--- config.mk ---
export PLATFORM = sky130hd
export DESIGN_NAME = dial_seq_ctrl
export DESIGN_NICKNAME = d
export VERILOG_FILES = /design/src/rtl/dial_pkg.sv /design/src/rtl/dial_seq_ctrl_mod100_pipe.sv /design/src/rtl/dial_seq_ctrl.sv
export SDC_FILE = /design/constraint.sdc
export NUM_CORES = 1
export LEC_CHECK = 0
export BUFFER_PORTS_ARGS = -buffer_cell sky130_fd_sc_hd__buf_2
export CAP_MARGIN = 15
export CORE_ASPECT_RATIO = 1.4
export CORE_MARGIN = 1.5
export CORE_UTILIZATION = 60
export DETAILED_ROUTE_END_ITERATION = 7
export GPL_ROUTABILITY_DRIVEN = 0
export PLACE_DENSITY = 0.78
export SKIP_LAST_GASP = 1
export SYNTH_ARGS = -nofsm -noshare
export SYNTH_HDL_FRONTEND = slang
export SYNTH_SLANG_ARGS = --single-unit
--- constraint.sdc ---
create_clock -name clk -period 39.9 [get_ports clk]
set_input_delay 1.995 -clock clk [delete_from_list [all_inputs] [get_ports clk]]
set_output_delay 1.995 -clock clk [all_outputs]
set_load 0.05 [all_outputs]
--- src/rtl/dial_pkg.sv ---
// dial_pkg: shared widths, FSM state type, command record and the
// mod-100 helper functions used by the dial sequencer and its pipe.
package dial_pkg;

  localparam int POS_W    = 7;
  localparam int AMT_W    = 32;
  localparam int CNT_W    = 32;
  localparam int DIAL_MOD = 100;

  typedef enum logic [1:0] {
    IDLE  = 2'd0,
    RUN   = 2'd1,
    DRAIN = 2'd2,
    DONE  = 2'd3
  } state_e;

  typedef struct packed {
    logic             dir_r;
    logic [AMT_W-1:0] amt;
    logic             last;
  } cmd_t;

  // The remainder always fits in POS_W bits (0..99).
  function automatic logic [POS_W-1:0] amt_mod(input logic [AMT_W-1:0] a);
    return POS_W'(a % AMT_W'(DIAL_MOD));
  endfunction

  function automatic logic [AMT_W-1:0] amt_div(input logic [AMT_W-1:0] a);
    return a / AMT_W'(DIAL_MOD);
  endfunction

endpackage

--- src/rtl/dial_seq_ctrl_mod100_pipe.sv ---
// mod100_pipe: LAT-stage pipeline returning amt mod 100 LAT cycles after
// the amount is presented. With DIAL_PASS_COUNT_EN defined it also returns
// amt / 100 on a parallel pipeline of identical depth.
// Ports: clk, rst (async, active-high), amt in, rem out [, quo out].
module mod100_pipe
  import dial_pkg::*;
#(
  parameter int LAT = 4
) (
  input  logic             clk,
  input  logic             rst,
  input  logic [AMT_W-1:0] amt,
`ifdef DIAL_PASS_COUNT_EN
  output logic [AMT_W-1:0] quo,
`endif
  output logic [POS_W-1:0] rem
);

  logic [LAT-1:0][POS_W-1:0] rem_q;

  always_ff @(posedge clk or posedge rst) begin
    if (rst) begin
      rem_q <= '0;
    end else begin
      rem_q[0] <= amt_mod(amt);
      for (int i = 1; i < LAT; i++) rem_q[i] <= rem_q[i-1];
    end
  end

  assign rem = rem_q[LAT-1];

`ifdef DIAL_PASS_COUNT_EN
  logic [LAT-1:0][AMT_W-1:0] quo_q;

  always_ff @(posedge clk or posedge rst) begin
    if (rst) begin
      quo_q <= '0;
    end else begin
      quo_q[0] <= amt_div(amt);
      for (int i = 1; i < LAT; i++) quo_q[i] <= quo_q[i-1];
    end
  end

  assign quo = quo_q[LAT-1];
`endif

endmodule

--- src/rtl/dial_seq_ctrl.sv ---
// dial_seq_ctrl: accepts rotation commands, buffers them in a DEPTH-entry
// FIFO, issues one per cycle into mod100_pipe and applies each remainder to
// the 0..99 dial position, counting zero events. The final count and
// position are offered on a res_valid/res_ready handshake.
// Ports: clk, rst (async, active-high); cmd_valid/cmd_ready/cmd_dir_r/
// cmd_amt/cmd_last (command in); res_valid/res_ready, zero_count,
// final_pos (result out); busy.
// Option: DIAL_PASS_COUNT_EN counts every pass through 0, not just landings.
module dial_seq_ctrl
  import dial_pkg::*;
#(
  parameter int DEPTH     = 4,
  parameter int LAT       = 4,
  parameter int START_POS = 50
) (
  input  logic             clk,
  input  logic             rst,
  input  logic             cmd_valid,
  output logic             cmd_ready,
  input  logic             cmd_dir_r,
  input  logic [AMT_W-1:0] cmd_amt,
  input  logic             cmd_last,
  output logic             res_valid,
  input  logic             res_ready,
  output logic [CNT_W-1:0] zero_count,
  output logic [POS_W-1:0] final_pos,
  output logic             busy
);

  localparam int AW = $clog2(DEPTH);
  localparam logic [1:0] S_IDLE  = 2'(IDLE);
  localparam logic [1:0] S_RUN   = 2'(RUN);
  localparam logic [1:0] S_DRAIN = 2'(DRAIN);
  localparam logic [1:0] S_DONE  = 2'(DONE);

  logic [1:0]       state, state_nx;
  logic [POS_W-1:0] pos;
  logic [CNT_W-1:0] cnt, cnt_inc;
  logic             last_ret;

  // ---------------- command FIFO ----------------
  cmd_t          mem [DEPTH];
  cmd_t          cmd_in, head;
  logic [AW-1:0] wr_ptr, rd_ptr;
  logic [AW:0]   occ;
  logic          fifo_full, fifo_empty, push, pop;

  assign fifo_full  = (occ == (AW+1)'(DEPTH));
  assign fifo_empty = (occ == '0);
  assign cmd_in     = '{dir_r: cmd_dir_r, amt: cmd_amt, last: cmd_last};
  assign push       = cmd_valid & cmd_ready;
  assign pop        = ~fifo_empty;  // the pipe never stalls
  assign head       = mem[rd_ptr];

  always_ff @(posedge clk) begin
    if (push) mem[wr_ptr] <= cmd_in;
  end

  always_ff @(posedge clk or posedge rst) begin
    if (rst) begin
      wr_ptr <= '0;
      rd_ptr <= '0;
      occ    <= '0;
    end else begin
      if (push) wr_ptr <= wr_ptr + 1'b1;
      if (pop)  rd_ptr <= rd_ptr + 1'b1;
      case ({push, pop})
        2'b10:   occ <= occ + 1'b1;
        2'b01:   occ <= occ - 1'b1;
        default: occ <= occ;
      endcase
    end
  end

  // ---------------- issue pipe ----------------
  // Direction and last flag ride beside the remainder; index = cycles since pop.
  logic [LAT:1]     vld_pipe, dir_pipe, last_pipe;
  logic [POS_W-1:0] rem;
  logic             pipe_busy, upd, dir_o, last_o;

  always_ff @(posedge clk or posedge rst) begin
    if (rst) begin
      vld_pipe  <= '0;
      dir_pipe  <= '0;
      last_pipe <= '0;
    end else begin
      vld_pipe[1]  <= pop;
      dir_pipe[1]  <= head.dir_r;
      last_pipe[1] <= head.last;
      for (int i = 2; i <= LAT; i++) begin
        vld_pipe[i]  <= vld_pipe[i-1];
        dir_pipe[i]  <= dir_pipe[i-1];
        last_pipe[i] <= last_pipe[i-1];
      end
    end
  end

  assign pipe_busy = |vld_pipe;
  assign upd       = vld_pipe[LAT];
  assign dir_o     = dir_pipe[LAT];
  assign last_o    = last_pipe[LAT];

`ifdef DIAL_PASS_COUNT_EN
  logic [AMT_W-1:0] quo;
`endif

  mod100_pipe #(.LAT(LAT)) u_pipe (
    .clk (clk),
    .rst (rst),
    .amt (head.amt),
`ifdef DIAL_PASS_COUNT_EN
    .quo (quo),
`endif
    .rem (rem)
  );

  // ---------------- position update (8-bit intermediates) ----------------
  logic [7:0] p8, r8, s8, np8;

  always_comb begin
    p8 = {1'b0, pos};
    r8 = {1'b0, rem};
    s8 = p8 + r8;
    if (dir_o) np8 = (s8 >= 8'd100) ? s8 - 8'd100 : s8;
    else       np8 = (p8 >= r8) ? p8 - r8 : p8 + 8'd100 - r8;
  end

`ifdef DIAL_PASS_COUNT_EN
  // The +1 for reaching 0 already covers an exact landing.
  logic cross;
  assign cross   = dir_o ? (s8 >= 8'd100) : ((p8 != 8'd0) && (r8 >= p8));
  assign cnt_inc = CNT_W'(quo) + CNT_W'(cross);
`else
  assign cnt_inc = CNT_W'(np8 == 8'd0);
`endif

  // ---------------- control FSM ----------------
  always_comb begin
    state_nx = state;
    case (state)
      S_IDLE:  if (push) state_nx = cmd_last ? S_DRAIN : S_RUN;
      S_RUN:   if (push && cmd_last) state_nx = S_DRAIN;
      S_DRAIN: if (fifo_empty && !pipe_busy && last_ret) state_nx = S_DONE;
      S_DONE:  if (res_ready) state_nx = S_IDLE;
      default: state_nx = S_IDLE;
    endcase
  end

  always_ff @(posedge clk or posedge rst) begin
    if (rst) begin
      state    <= S_IDLE;
      pos      <= POS_W'(START_POS);
      cnt      <= '0;
      last_ret <= 1'b0;
    end else begin
      state <= state_nx;
      if (state == S_IDLE && push) begin
        pos      <= POS_W'(START_POS);
        cnt      <= '0;
        last_ret <= 1'b0;
      end else if (upd) begin
        pos <= POS_W'(np8);
        cnt <= cnt + cnt_inc;
        if (last_o) last_ret <= 1'b1;
      end
      if (state == S_DONE && res_ready) begin
        pos      <= POS_W'(START_POS);
        last_ret <= 1'b0;
      end
    end
  end

  // Ready is gated by rst so nothing is offered while reset is held.
  always_comb begin
    cmd_ready = 1'b0;
    if (!rst) begin
      if (state == S_IDLE)     cmd_ready = 1'b1;
      else if (state == S_RUN) cmd_ready = ~fifo_full;
    end
  end

  assign res_valid  = (state == S_DONE);
  assign busy       = (state != S_IDLE);
  assign zero_count = cnt;
  assign final_pos  = pos;

endmodule
==> results of run 1 <==
## routing by layer
layer	GRT usage (%)	wire (um)	vias to the layer above
li1	-	-	5969
met1	30.3	14200	6117
met2	48.2	18500	387
met3	3.78	1640	111
met4	10.8	1320	6
met5	0	36	-
## flip-flops by register name, summed over array words and instances (netlist names), 3 cells and up
| register | flops |
|---|---|
| occ | 3 |
| zero_count | 32 |
| vld_pipe | 4 |
| final_pos | 7 |
| last_pipe | 4 |
| u_pipe.rem | 7 |
| dir_pipe | 4 |
| mem | 136 |
| u_pipe.rem_q | 21 |
## final timing paths
kind                                       from                to  slack (ns)  cells past startpoint
worst max register to register        rd_ptr[1]   u_pipe.rem_q[5]       19.36                     63
worst max-delay path                  rd_ptr[1]   u_pipe.rem_q[5]       19.36                     63
max in group asynchronous                   rst         rd_ptr[1]       37.19                      3
worst min register to register  u_pipe.rem_q[9]  u_pipe.rem_q[16]        0.35                      0
worst min-delay path            u_pipe.rem_q[9]  u_pipe.rem_q[16]        0.35                      0
min in group asynchronous                   rst    zero_count[27]        1.42                      2
## cells in the final DEF (no fill, tap or decap), types with 19 or more instances in the layout
| master | n |
|---|---|
| sky130_fd_sc_hd__buf_2 | 79 |
| sky130_fd_sc_hd__edfxtp_1 | 136 |
| sky130_fd_sc_hd__nand4_1 | 22 |
| sky130_fd_sc_hd__nand3_1 | 38 |
| sky130_fd_sc_hd__o21ai_1 | 22 |
| sky130_fd_sc_hd__mux2_2 | 22 |
| sky130_fd_sc_hd__a21o_1 | 19 |
| sky130_fd_sc_hd__and2_1 | 30 |
| sky130_fd_sc_hd__o21a_1 | 22 |
| sky130_fd_sc_hd__nand2_1 | 111 |
| sky130_fd_sc_hd__o21ai_0 | 62 |
| sky130_fd_sc_hd__mux4_2 | 23 |
| sky130_fd_sc_hd__a211oi_1 | 21 |
| sky130_fd_sc_hd__o211ai_1 | 22 |
| sky130_fd_sc_hd__ha_1 | 36 |
| sky130_fd_sc_hd__dfrtp_1 | 84 |
| sky130_fd_sc_hd__and3_1 | 22 |
| sky130_fd_sc_hd__clkbuf_16 | 24 |
| sky130_fd_sc_hd__nor2_1 | 153 |
| sky130_fd_sc_hd__mux2i_1 | 44 |
| sky130_fd_sc_hd__inv_1 | 59 |
| sky130_fd_sc_hd__a21oi_1 | 71 |
| sky130_fd_sc_hd__nor3_1 | 34 |
| sky130_fd_sc_hd__xnor2_1 | 58 |
| sky130_fd_sc_hd__xor2_1 | 38 |
## per-stage QoR
| step | worst slack, ns | hold slack (ns) | utilization, % | cells |
|---|---|---|---|---|
| floorplan | 22.82 | 0.331 | - | 1565 |
| global placement | 20.23 | 0.332 | 62.7 | 1897 |
| detailed placement | 19.77 | 0.335 | 62.7 | 1897 |
| CTS | 19.70 | 0.348 | 65.4 | 1938 |
| global route | 17.73 | 0.352 | 65.5 | 1940 |
| finish | 19.36 | 0.347 | 65.5 | 1941 |
## worst max-delay path, delay by kind of cell (launching register included)
kind	cells	cell delay (ns)
mux	4	2.51
flops	1	0.34
simple gates	19	5.27
xor+xnor	2	0.81
compound gates	35	10.29
buf+inv	2	0.88
fa+ha+maj	1	0.34
## logic make-up (layout without fill, tap and decap cells)
logic type	count (synthesis)	after routing	synth area share, %
compound gates	445	445	21.8
xor+xnor	102	102	6.07
fa+ha+maj	53	53	4.38
buf+inv	136	186	3.75
flops	225	225	39.9
mux	94	94	8.09
other cells	0	2	0
simple gates	510	510	16.1
## cell type report
type | count | area [um^2]
clock buffer | 32 | 661
inverter | 61 | 230
tap | 324 | 405
multi-input combinational | 1204 | 8930
sequential | 225 | 6320
antenna | 2 | 5.00
timing repair buffer | 84 | 433
clock inverter | 9 | 50.0
fill | 2008 | 8980
==> PnR_summary.wiki, run 1 <==
{| class="wikitable"
! Metric !! Value
|-
| Status || complete, no violations
|-
| Number of synthesized register bits || 225
|-
| Top area cells in the synthesized netlist || sky130_fd_sc_hd__edfxtp_1, sky130_fd_sc_hd__dfrtp_1, sky130_fd_sc_hd__nor2_1
|-
| Htree depth || 1
|-
| Fraction of the cycle the final worst path needs || 51.5%
|-
| Standard cell area after detailed placement || 0.0163 mm^2
|-
| Total CTS buffers || 23
|-
| Endpoint required time on the critical path || 40.34 ns
|-
| Proportion of layout cells with a drive suffix above 1 || 15.7%
|-
| Final-report setup violation count || 0
|-
| Crit path kind || reg2reg
|-
| Number of nets in the final layout || 1680
|-
| Net Count, Synth || 1646
|-
| Clock network latency to the later pin of the worst-skew pair || 0.51 ns
|-
| Number of antenna violations at the first check in global routing || 6
|-
| Ys async rst share || 39.6%
|-
| Most common cell in the synthesized netlist || sky130_fd_sc_hd__nor2_1
|-
| Synth warnings || 0
|-
| Largest incremental delay on the critical path || 0.86 ns
|-
| Critical-path cell with the highest stage delay || sky130_fd_sc_hd__mux2i_1
|-
| # DRC || 0
|-
| Number of instances in the synthesized netlist || 1565
|-
| Max frequency || 0.0487 GHz
|-
| Worst-Margin Slew || 1.05 ns
|-
| Violation count after the first detailed-routing iteration || 918
|-
| Clock tree from TritonCTS || done
|-
| Startpoint type of the worst setup path || flip-flop
|-
| Number of gates resized after cts || 0
|-
| Area of the core region || 0.0260 mm^2
|-
| Average instance area after synthesis || 10.1 um^2
|-
| Number of enable-type register cells in the synthesized netlist || 136
|-
| Remaining Overflow, GRT || 0
|-
| Wire per inst || 18.4 um
|-
| Number of buffers inserted by post-CTS setup repair || 0
|-
| Number of vias after detailed routing || 12600
|-
| CTS hold repair buffers || 0
|-
| DR vias/cell || 6.49
|-
| Layout area overhead || 7.59%
|-
| Area of the die || 0.0274 mm^2
|-
| Port buffer count || 79
|-
| Final hold violations || 0
|-
| Total global routing track utilization || 26.2%
|-
| Main synth FF type || sky130_fd_sc_hd__edfxtp_1
|-
| Number of placement rows || 70
|-
| Starting density of the core || 60.9%
|-
| Sum Neg Setup Slack || 0 ns
|-
| Setup repair after global routing missed its margin || no
|-
| Largest driver fanout on the critical path || 46
|-
| Clk Tree Root Cell || sky130_fd_sc_hd__clkbuf_16
|-
| Netlist area before placement || 0.0158 mm^2
|-
| Crit. End Element || flip-flop
|-
| Number of nets still failing antenna checks after routing || 0
|-
| Dominant cell type by area after synthesis || sky130_fd_sc_hd__edfxtp_1
|-
| Post-DP HPWL || 25000 um
|-
| Max Slew Vio Count || 0
|-
| Global-route wire length before repair || 59500 um
|-
| Most common library cells after synthesis || sky130_fd_sc_hd__nor2_1, sky130_fd_sc_hd__edfxtp_1, sky130_fd_sc_hd__nand2_1
|-
| Largest net degree at the start of global routing || 75
|-
| Clock tree skew after final layout || 0.0105 ns
|-
| Max-Slew Margin vs Limit || 30.0%
|-
| Total number of clock tree sinks || 225
|-
| Detailed Routing Iterations Pass 1 || 6
|-
| Unique masters post-synth || 130
|-
| Clock slew at reported path FFs || 0.06 ns
|-
| Largest buffer count on any clock path || 3
|-
| Final period demand of the worst path || 20.54 ns
|-
| Max-Cap Viols || 0
|-
| Number of global-route vias before repair || 12200
|-
| Seq/Total Area, Yosys || 39.9%
|-
| Data arrival time of the critical path || 20.98 ns
|-
| IO Pins || 80
|-
| Hold Path Class || reg2reg
|-
| Die Width || 140 um
|-
| Detailed Route WL || 35700 um
|-
| Summed area of non-filler cells in the final layout || 0.0170 mm^2
|-
| Proportion of netlist area held by the largest area contributor || 25.8%
|-
| Height of the chip || 195 um
|}
Power of run 1 is not shown: default switching activity piles up to over one toggle a cycle in this logic, so the estimate is an artifact.
==> run 2, diff against run 1 <==
clock period = 20.4 ns   (was 39.9 ns; I/O delays follow)
==> PnR_summary.wiki, run 2 (synthesis gave the netlist of run 1 again) <==
{| class="wikitable"
! Metric !! Value
|-
| Most used cells in the layout excluding fill and tap cells || sky130_fd_sc_hd__nor2_1, sky130_fd_sc_hd__edfxtp_1, sky130_fd_sc_hd__nand2_1, sky130_fd_sc_hd__dfrtp_1, sky130_fd_sc_hd__buf_2
|-
| Clk Tree Root Cell || sky130_fd_sc_hd__clkbuf_16
|-
| CTS hold repair buffers || 0
|-
| Layout area overhead || 9.25%
|-
| Startpoint type of the worst setup path || flip-flop
|-
| Remaining Overflow, GRT || 0
|-
| Setup repair after global routing missed its margin || no
|-
| Commonest non-fill, non-tap cell in the layout || sky130_fd_sc_hd__nor2_1
|-
| Largest buffer count on any clock path || 3
|-
| Max-Slew Margin vs Limit || 31.8%
|-
| Worst-Margin Slew || 1.02 ns
|-
| DR vias/cell || 6.43
|-
| Clock network latency to the later pin of the worst-skew pair || 0.52 ns
|-
| Port buffer count || 79
|-
| Post-DP HPWL || 24400 um
|-
| Area of the core region || 0.0260 mm^2
|-
| Number of placement rows || 70
|-
| Critical-path cell with the highest stage delay || sky130_fd_sc_hd__mux4_2
|-
| Final hold violations || 0
|-
| Endpoint required time on the critical path || 20.85 ns
|-
| Hold Path Class || reg2reg
|-
| Largest incremental delay on the critical path || 0.75 ns
|-
| Area of the die || 0.0274 mm^2
|-
| Clock tree skew after final layout || 0.0121 ns
|-
| Total CTS buffers || 23
|-
| Htree depth || 1
|-
| Detailed Routing Iterations Pass 1 || 5
|-
| Starting density of the core || 60.9%
|-
| # DRC || 0
|-
| Final period demand of the worst path || 19.26 ns
|-
| Number of nets still failing antenna checks after routing || 0
|-
| Detailed Route WL || 35300 um
|-
| Crit path kind || reg2reg
|-
| Final-report setup violation count || 0
|-
| Largest net degree at the start of global routing || 61
|-
| Max-Cap Viols || 0
|-
| Violation count after the first detailed-routing iteration || 924
|-
| Largest driver fanout on the critical path || 19
|-
| Number of fill cells in the layout || 1999
|-
| Total number of clock tree sinks || 225
|-
| Sum Neg Setup Slack || 0 ns
|-
| Crit path buf inv count || 1
|-
| Number of vias after detailed routing || 12500
|-
| Number of nets in the final layout || 1687
|-
| Proportion of layout cells with a drive suffix above 1 || 17.0%
|-
| Fraction of the cycle the final worst path needs || 94.4%
|-
| Max Slew Vio Count || 0
|-
| Max frequency || 0.0519 GHz
|-
| Clock tree from TritonCTS || done
|-
| Kind of cell adding the most delay to the critical path || compound AO/OA/AOI/OAI gates
|-
| Status || complete, no violations
|-
| Wire per inst || 18.1 um
|-
| Flip-flop count of the largest register, all copies and words added || 136
|-
| Worst path most repeated cell || sky130_fd_sc_hd__and3_1
|-
| Global-route wire length before repair || 57100 um
|-
| Data arrival time of the critical path || 19.70 ns
|-
| Height of the chip || 195 um
|-
| Most flop-heavy register || mem
|-
| Number of global-route vias before repair || 11800
|-
| Number of antenna violations at the first check in global routing || 1
|-
| Crit. End Element || flip-flop
|-
| Die Width || 140 um
|-
| Total global routing track utilization || 25.4%
|-
| IO Pins || 80
|-
| Clock slew at reported path FFs || 0.06 ns
|}
## run 2: worst register-to-register path, delay by kind of cell (launching register included)
family | cells | cell delay, ns
AOI/OAI and AO/OA | 35 | 10.07
xor gates and xnor gates | 3 | 0.58
adders and majority gates | 1 | 0.34
buffers and inverters | 1 | 0.16
DFF | 1 | 0.56
muxes | 5 | 2.10
and+or+nand+nor | 19 | 5.42
## run 2: final cells by class
class | count | area (um^2) | share of cell area (%)
multi-input cells | 1207 | 9110 | 52.7
flip-flops and latches | 225 | 6320 | 36.5
clock buffers | 31 | 657 | 3.80
repair buffers | 88 | 463 | 2.68
well taps | 324 | 405 | 2.34
inverters | 61 | 230 | 1.33
clock inverters | 10 | 113 | 0.651
diodes | 1 | 2.50 | 0.0145
## run 2: path summary, 6_finish.rpt
kind                             startpoint              end  slack, ns  depth (start not counted)
hold reg to reg            u_pipe.rem_q[20]    u_pipe.rem[6]       0.35                          0
min in group asynchronous               rst   zero_count[26]       0.53                          2
hold / removal             u_pipe.rem_q[20]    u_pipe.rem[6]       0.35                          0
max in group asynchronous               rst        rd_ptr[1]      18.68                          3
setup reg to reg                  rd_ptr[0]  u_pipe.rem_q[5]       1.14                         64
setup / recovery                  rd_ptr[0]  u_pipe.rem_q[5]       1.14                         64
## run 2: per-stage QoR
stage	worst slack [ns]	util [%]	instances	instance area (um^2)	hold slack, ns
detailed placement	0.904	62.8	1900	16300	0.336
global route	0.0130	66.5	1946	17300	0.353
CTS	0.863	65.7	1941	17100	0.350
floorplan	3.32	-	1565	15800	0.331
global placement	1.47	62.8	1900	16300	0.332
finish	1.14	66.5	1947	17300	0.348
## run 2: what timing repair did
item	in CTS	in global routing
gates resized for setup	0	18
endpoints found under the setup margin	0	5
buffers inserted	0	2
## run 2: metal layers
metal	GRT usage, %	part of all wire, %	vias up
li1	-	-	5999
met3	3.16	4.7	93
met4	10.3	3.2	0
met5	0	0	-
met2	47.0	53	377
met1	29.5	39	6049
Power of run 2 is left out for the same reason.
==> run 3, diff against run 2 <==
CORE_MARGIN = unset   (was 1.5)
==> PnR_summary.wiki, run 3 (synthesis gave the netlist of run 1 again) <==
{| class="wikitable"
! Metric !! Value
|-
| Startpoint type of the worst setup path || flip-flop
|-
| Remaining Overflow, GRT || 0
|-
| Flip-flop count of the largest register, all copies and words added || 136
|-
| Global-route wire length before repair || 56900 um
|-
| Final-report setup violation count || 0
|-
| Status || complete, no violations
|-
| Starting density of the core || 60.9%
|-
| Total CTS buffers || 23
|-
| Min-delay src || u_pipe.rem_q[17]
|-
| Reg2Reg Launch Point || rd_ptr[0]
|-
| Most used cells in the layout excluding fill and tap cells || sky130_fd_sc_hd__nor2_1, sky130_fd_sc_hd__edfxtp_1, sky130_fd_sc_hd__nand2_1, sky130_fd_sc_hd__dfrtp_1, sky130_fd_sc_hd__buf_2
|-
| Max-Slew Margin vs Limit || 29.9%
|-
| Fraction of the cycle the final worst path needs || 94.5%
|-
| Reg-to-reg setup timing slack || 1.12 ns
|-
| Port buffer count || 79
|-
| Number of nets still failing antenna checks after routing || 0
|-
| Area of the die || 0.0271 mm^2
|-
| Sum Neg Setup Slack || 0 ns
|-
| Proportion of layout cells with a drive suffix above 1 || 16.7%
|-
| Largest net degree at the start of global routing || 67
|-
| Worst path most repeated cell || sky130_fd_sc_hd__and3_1
|-
| Largest buffer count on any clock path || 3
|-
| Final period demand of the worst path || 19.28 ns
|-
| Wire per inst || 18.1 um
|-
| Number of buffers inserted by post-CTS setup repair || 0
|-
| DR vias/cell || 6.41
|-
| Total inserted antenna cells || 0
|-
| Sink of the worst hold path || u_pipe.rem[3]
|-
| Clock tree from TritonCTS || done
|-
| Clk Tree Root Cell || sky130_fd_sc_hd__clkbuf_16
|-
| # DRC || 0
|-
| Placement Setup Slack || 0.866 ns
|-
| Max frequency || 0.0519 GHz
|-
| Number of vias after detailed routing || 12500
|-
| Worst-Margin Slew || 1.05 ns
|-
| Detailed Route WL || 35200 um
|-
| Area of the core region || 0.0260 mm^2
|-
| Number of nets in the final layout || 1686
|-
| Setup repair after global routing missed its margin || no
|-
| Min setup slack post-route || 1.12 ns
|-
| Worst hold slack || 0.347 ns
|-
| IO Pins || 80
|-
| Die Width || 139 um
|-
| Crit path kind || reg2reg
|-
| Reg2reg end || u_pipe.rem_q[5]
|-
| Crit. End Element || flip-flop
|-
| Number of antenna violations at the first check in global routing || 0
|-
| Htree depth || 1
|-
| Final hold violations || 0
|-
| Number of placement rows || 70
|-
| Detailed Routing Iterations Pass 1 || 6
|-
| Commonest non-fill, non-tap cell in the layout || sky130_fd_sc_hd__nor2_1
|-
| Most flop-heavy register || mem
|-
| Total number of clock tree sinks || 225
|-
| Endpoint required time on the critical path || 20.86 ns
|-
| Violation count after the first detailed-routing iteration || 798
|-
| Hold Path Class || reg2reg
|-
| Max-Cap Viols || 0
|-
| FF-to-FF path depth || 62
|-
| Data arrival time of the critical path || 19.73 ns
|-
| Total global routing track utilization || 25.6%
|-
| Clock slew at reported path FFs || 0.06 ns
|-
| CTS hold repair buffers || 0
|-
| Layout area overhead || 8.87%
|-
| Max Slew Vio Count || 0
|-
| Height of the chip || 194 um
|-
| Number of cells on the worst hold path || 0
|-
| Largest driver fanout on the critical path || 19
|-
| Largest incremental delay on the critical path || 0.74 ns
|-
| Clock network latency to the later pin of the worst-skew pair || 0.53 ns
|-
| Critical-path cell with the highest stage delay || sky130_fd_sc_hd__mux4_2
|-
| Clock tree skew after final layout || 0.0110 ns
|-
| Post-DP HPWL || 24400 um
|-
| Number of global-route vias before repair || 11900
|}
-- run 3: cell types whose count changed in the layout (fill, tap and decap cells not counted), sizes merged --
cell | before | now
buf | 88 | 87
inv | 61 | 59
clkinvlp | 0 | 1
clkbuf | 31 | 33
diode | 1 | 0
bufinv | 2 | 1
-- run 3: area by class of cell --
type	instances	area, um^2
multi-input cells	1207	9050
fillers	2012	8770
flip-flops and latches	225	6320
clock buffers	33	696
repair buffers	87	455
well taps	324	405
inverters	61	230
clock inverters	8	78.8
-- run 3: critical path, delay by kind of cell (launching register included) --
kind                       cells  cell delay [ns]
AOI/OAI and AO/OA             33             9.47
xor gates and xnor gates       2             0.37
adders and majority gates      1             0.34
DFF                            1             0.57
muxes                          6             2.51
and+or+nand+nor               20             5.92
-- run 3: what timing repair did --
action / CTS / global route
setup endpoints to repair: 0 / 5
resized for setup: 0 / 11
hold endpoints to repair: 0 / 0
-- run 3: worst max-delay path by stage --
stage,depth (start not counted),start,slack [ns],endpoint
after detailed placement,63,rd_ptr[0],0.87,u_pipe.rem_q[5]
after global placement,62,rd_ptr[0],1.44,u_pipe.rem_q[5]
after floorplan,68,rd_ptr[0],3.32,u_pipe.rem_q[5]
final,62,rd_ptr[0],1.12,u_pipe.rem_q[5]
after CTS,63,rd_ptr[0],0.83,u_pipe.rem_q[5]
after global routing,62,rd_ptr[0],0.02,u_pipe.rem_q[5]
-- run 3: per-stage QoR --
stage / instance area [um^2] / utilization (%) / instances
5_1_grt: 17200 / 66.3 / 1945
3_3_place_gp: 16300 / 62.8 / 1901
3_5_place_dp: 16300 / 62.8 / 1901
2_1_floorplan: 15800 / - / 1565
6_report: 17200 / 66.3 / 1945
4_1_cts: 17100 / 65.8 / 1942
-- run 3: metal layers --
metal  track usage (%)  up-vias  wire length, um
li1                  -     5984                -
met1              29.0     6031            13800
met2              47.7      365            18500
met3              2.89       94             1560
met4              11.6        0             1320
met5                 0        -                0
Power of run 3 is left out for the same reason.
